`config.mk`:
```
export PLATFORM = sky130hd
export DESIGN_NAME = up_access_master
export DESIGN_NICKNAME = d
export VERILOG_FILES = /design/src/rtl/up_access_master.sv
export SDC_FILE = /design/constraint.sdc
export NUM_CORES = 1
export LEC_CHECK = 0
export BUFFER_PORTS_ARGS = -buffer_cell sky130_fd_sc_hd__clkbuf_2
export CORE_UTILIZATION = 45
export DETAILED_ROUTE_END_ITERATION = 16
export PLACE_DENSITY = 0.79
export SYNTH_ARGS = -nofsm -noshare
export SYNTH_HDL_FRONTEND = slang
export SYNTH_SLANG_ARGS = --single-unit
```
`constraint.sdc`:
```
create_clock -name clk -period 2.4 [get_ports clk]
set_input_delay 0.72 -clock clk [delete_from_list [all_inputs] [get_ports clk]]
set_output_delay 0.72 -clock clk [all_outputs]
set_load 0.03 [all_outputs]
```
`src/rtl/up_access_master.sv`:
```
// up_access_master: single-outstanding host request to strobed upen/upws/uprs port access bridge
//
// Optional feature macro: UP_ACC_TIMEOUT_EN (no-response timeout abort with herr/err_cnt)
//
// Ports:
//   clk, rst                 clock, asynchronous active-low reset
//   hvld/hrdy/hwr/haddr/hwdata   host request (accepted on hvld & hrdy)
//   hdone/hrdata/herr        one-cycle completion pulse with read data and timeout flag
//   err_cnt                  saturating timeout abort count
//   upen/upws/uprs/upa/updi  port access outputs
//   updo/uprdy               port read data and completion pulse
module up_access_master #(
  parameter int ADDRBIT = 5,
  parameter int WIDTH = 32,
  parameter int TIMEOUT = 255
) (
  input  logic               clk,
  input  logic               rst,
  input  logic               hvld,
  output logic               hrdy,
  input  logic               hwr,
  input  logic [ADDRBIT-1:0] haddr,
  input  logic [WIDTH-1:0]   hwdata,
  output logic               hdone,
  output logic [WIDTH-1:0]   hrdata,
  output logic               herr,
  output logic [7:0]         err_cnt,
  output logic               upen,
  output logic               upws,
  output logic               uprs,
  output logic [ADDRBIT-1:0] upa,
  output logic [WIDTH-1:0]   updi,
  input  logic [WIDTH-1:0]   updo,
  input  logic               uprdy
);
  typedef enum logic [1:0] {IDLE, STROBE, WAIT, GAP} state_t;
  state_t state, state_nxt;
  logic dir;
  logic done_ok;
  logic tmo;
  if (TIMEOUT < 1 || TIMEOUT > 65535) begin : g_bad_timeout
    $error("TIMEOUT must be in 1..65535");
  end
  assign hrdy = state == IDLE;
  assign upen = state == STROBE || state == WAIT;
  assign upws = state == STROBE && dir;
  assign uprs = state == STROBE && !dir;
  // hdone is exactly the GAP cycle, one cycle after the completing edge
  assign hdone = state == GAP;
  // uprdy during the strobe cycle also completes the access
  assign done_ok = upen && uprdy;
`ifdef UP_ACC_TIMEOUT_EN
  logic [15:0] cnt;
  // counter holds the number of completed WAIT cycles, so the TIMEOUT-th WAIT cycle aborts;
  // uprdy in that same cycle takes priority
  assign tmo = state == WAIT && !uprdy && cnt == 16'(TIMEOUT - 1);
  always_ff @(posedge clk or negedge rst) begin
    if (!rst) begin
      cnt <= '0;
      herr <= 1'b0;
      err_cnt <= '0;
    end else begin
      cnt <= state == STROBE ? '0 : state == WAIT ? cnt + 16'd1 : cnt;
      if (done_ok || tmo) herr <= tmo;
      if (tmo && err_cnt != 8'hFF) err_cnt <= err_cnt + 8'd1;
    end
  end
`else
  assign tmo = 1'b0;
  assign herr = 1'b0;
  assign err_cnt = '0;
`endif
  always_ff @(posedge clk or negedge rst) begin
    if (!rst) state <= IDLE;
    else state <= state_nxt;
  end
  always_comb begin
    state_nxt = state;
    state_nxt = state == IDLE   ? (hvld ? STROBE : IDLE) :
                state == STROBE ? (uprdy ? GAP : WAIT) :
                state == WAIT   ? (uprdy || tmo ? GAP : WAIT) : IDLE;
  end
  always_ff @(posedge clk or negedge rst) begin
    if (!rst) begin
      upa <= '0;
      updi <= '0;
      dir <= 1'b0;
      hrdata <= '0;
    end else begin
      if (hrdy && hvld) begin
        upa <= haddr;
        updi <= hwdata;
        dir <= hwr;
      end
      if (done_ok) hrdata <= dir ? '0 : updo;
      else if (tmo) hrdata <= '0;
    end
  end
endmodule

```
==> flow_summary.json <==
{
  "postSynthAreaPerCell_um2": 14.77,
  "timing.critical_path.cells": "inv_1 > ha_1 > nor2b_1 > clkbuf_2",
  "numPortBuffers": 147,
  "yosys_warnings": 0,
  "setup-tns-final_ps": 0,
  "critical_path_depth": 4,
  "place_hpwl_mm": 4.663,
  "grtUsageTotal": 0.1816,
  "cts_repair_resize_count": 0,
  "reg2reg_slack_ps": 630,
  "ys_ff_latch": 72,
  "firstDrtPassIters": 13,
  "drc": 9,
  "die_height_um": 84.44,
  "setup-violations-final": 0,
  "grt_setup_unrepaired": "false",
  "total_leakage_power_nw": 2.133,
  "drt-initial-drc-count": 71,
  "worstPathMaxFanout": 3,
  "tritoncts_num_sinks": 72,
  "grt_first_pass_wirelength_mm": 9.742,
  "cts.root.buffer_cell": "sky130_fd_sc_hd__clkbuf_8",
  "place.gp.congestion": 0.6782,
  "detail_route.wirelength_mm": 6.160,
  "cts.repair_timing.setup_buffer_count": 0,
  "synthMostInstantiatedCell": "sky130_fd_sc_hd__dfrtp_1",
  "cp_top_family": "flip-flops",
  "syn2layout_area_growth_pct": 31.91,
  "final_hold_slack_ps": 301.3,
  "hold_removal_path_class": "input pin to asynchronous set/reset pin",
  "ant_nets": 0,
  "clk_pin_slew_ps": 80,
  "max_clock_freq_mhz": 475.8,
  "io-pin-count": 157,
  "post_route_cells_drive_above_1_share": 0.6538,
  "cts_hold_repair.buffers": 0,
  "power.sequential.fraction": 0.338,
  "yosysTopAreaCell": "sky130_fd_sc_hd__dfrtp_1",
  "synth_cells": 207,
  "tritoncts": "done",
  "htree_num_levels": 3,
  "route.detailed.vias_per_inst": 4.719,
  "grt_antenna_before_repair": 0,
  "antenna-diode-count": 0,
  "initial_utilization": 0.4735,
  "max_slew_violation_count": 0,
  "die_width_um": 84.44,
  "vias_in_the_first_global_route": 2152,
  "period_share": 0.8758,
  "cp-start-kind": "flop",
  "cellInternalPower_mw": 3.523,
  "worst_case_reg_to_reg_path_depth": 5,
  "total_power_of_the_final_layout_mw": 6.335,
  "failed_checks": "design-rule violations",
  "synth.yosys.seq_area_share": 0.5892,
  "insertion_delay_ps": 340,
  "std_cell_rows": 29,
  "design.die.area_um2": 7129,
  "synth_top_cell_area_share": 0.5892,
  "pwr-share-comb": 0.513,
  "synth_edf_count": 0,
  "power.density_cell_area_nw_per_um2": 1570,
  "tritoncts_buffer_count": 9,
  "synth-main-ff-cell": "sky130_fd_sc_hd__dfrtp_1",
  "slowest_delay_ps": 400,
  "layout_setup_ws_ps": 298.1,
  "core_area_um2": 6459,
  "classification_of_the_worst_setup_path": "flop to primary output",
  "switchingPower_mw": 2.811,
  "worstSetupEndpointType": "primary output",
  "synth_async_sr_flop_share": 1.000,
  "outcome": "complete, but fails checks",
  "grt_max_degree": 43,
  "drv.max_cap_violation_count": 0,
  "top_area_cells_in_the_synthesized_netlist": "sky130_fd_sc_hd__dfrtp_1 59%, sky130_fd_sc_hd__mux2_2 22%, sky130_fd_sc_hd__nor2b_1 6.8%",
  "cts.path.max_buffers": 2,
  "fin_crit_ps": 2102,
  "worst-endpoint-arrival_ps": 1380,
  "detailroute.via_count": 2081,
  "wl_per_cell_um": 13.97,
  "netlist_top_cells_count": "72 x sky130_fd_sc_hd__dfrtp_1, 61 x sky130_fd_sc_hd__mux2_2, 33 x sky130_fd_sc_hd__nor2b_1",
  "globalRoute.totalOverflow": 0,
  "num-fill-cells": 526,
  "hold_viol_final": 0,
  "worst-endpoint-required_ps": 1680,
  "clock_skew_ps": 7.774,
  "syn-cell-area_um2": 3058,
  "clockPowerShare": 0.149,
  "swShare": 0.4438,
  "cpMaxStageDelayCell": "sky130_fd_sc_hd__dfrtp_1",
  "power.ir.vdd_worst_v": 0.0009658,
  "nNetsFinal": 437,
  "pre_cts_ws_ps": 617.6,
  "critical_path.n_buffers_inverters": 2,
  "post_synth_num_cell_types": 15
}
==> state kept, by name, indices dropped and copies added (netlist names) <==
name / count
hrdata: 32
updi: 32
upa: 5
state: 2
dir: 1
==> area by class of cell <==
class | count | area [µm²] | share of cell area
flip-flops and latches | 72 | 1802 | 0.4467
inverters | 2 | 7.507 | 0.001861
clock buffers | 10 | 127.6 | 0.03164
well taps | 77 | 96.34 | 0.02388
repair buffers | 152 | 788.3 | 0.1954
multi-input cells | 122 | 1144 | 0.2835
clock inverters | 6 | 68.82 | 0.01706
==> power groups by stage <==
stage | registers [mW] | clock network (mW) | logic, mW
6_report | 2.14 | 0.942 | 3.25
4_1_cts | 2.15 | 0.974 | 3.30
5_1_grt | 2.22 | 1.02 | 3.45
2_1_floorplan | 3.24 | 0 | 1.31
3_3_place_gp | 2.13 | 0 | 3.23
3_5_place_dp | 2.16 | 0 | 3.30
==> routing by layer <==
metal,vias up,GRT usage,share of wire
met4,0,0.09861,0.018
met1,991,0.1986,0.39
met3,10,0.06883,0.095
met5,-,0,0
li1,976,-,-
met2,104,0.3070,0.50
==> through the flow <==
| stage | instances | util | instance area (µm²) |
|---|---|---|---|
| floorplan | 215 | - | 3088 |
| global placement | 425 | 0.5942 | 3837 |
| detailed placement | 425 | 0.5942 | 3837 |
| CTS | 441 | 0.6246 | 4034 |
| global route | 441 | 0.6246 | 4034 |
| finish | 441 | 0.6246 | 4034 |
==> logic make-up (layout without fill, tap and decap cells) <==
kind of cell,Yosys count,in the layout,synth area share
AOI/OAI and AO/OA,1,1,0.001635
and+or+nand+nor,38,38,0.07529
buffers and inverters,21,170,0.04746
other,1,9,0.001226
DFF,72,72,0.5892
muxes,70,70,0.2688
adders and majority gates,4,4,0.01637
==> path summary, 6_finish.rpt <==
check,to,startpoint
setup reg to reg,hrdata[9]$_DFFE_PN0P_,state[0]$_DFF_PN0_
setup / recovery,uprs,state[1]$_DFF_PN0_
min in group clk,hrdata[7]$_DFFE_PN0P_,hrdata[7]$_DFFE_PN0P_
hold reg to reg,hrdata[7]$_DFFE_PN0P_,hrdata[7]$_DFFE_PN0P_
max in group asynchronous,hrdata[20]$_DFFE_PN0P_,rst
hold / removal,updi[5]$_DFFE_PN0P_,rst
==> cells in the final DEF (no fill, tap or decap), types with 2 or more instances in the layout <==
cell type	netlist	final
sky130_fd_sc_hd__clkbuf_2	0	146
sky130_fd_sc_hd__dfrtp_1	72	72
sky130_fd_sc_hd__mux2_2	61	61
sky130_fd_sc_hd__nor2b_1	33	33
sky130_fd_sc_hd__mux2_4	9	9
sky130_fd_sc_hd__conb_1	1	9
sky130_fd_sc_hd__clkbuf_8	0	9
sky130_fd_sc_hd__buf_4	12	5
sky130_fd_sc_hd__ha_1	4	4
sky130_fd_sc_hd__inv_1	2	2
sky130_fd_sc_hd__clkinv_4	0	2
Note: power is estimated with default switching activity, not from simulation.
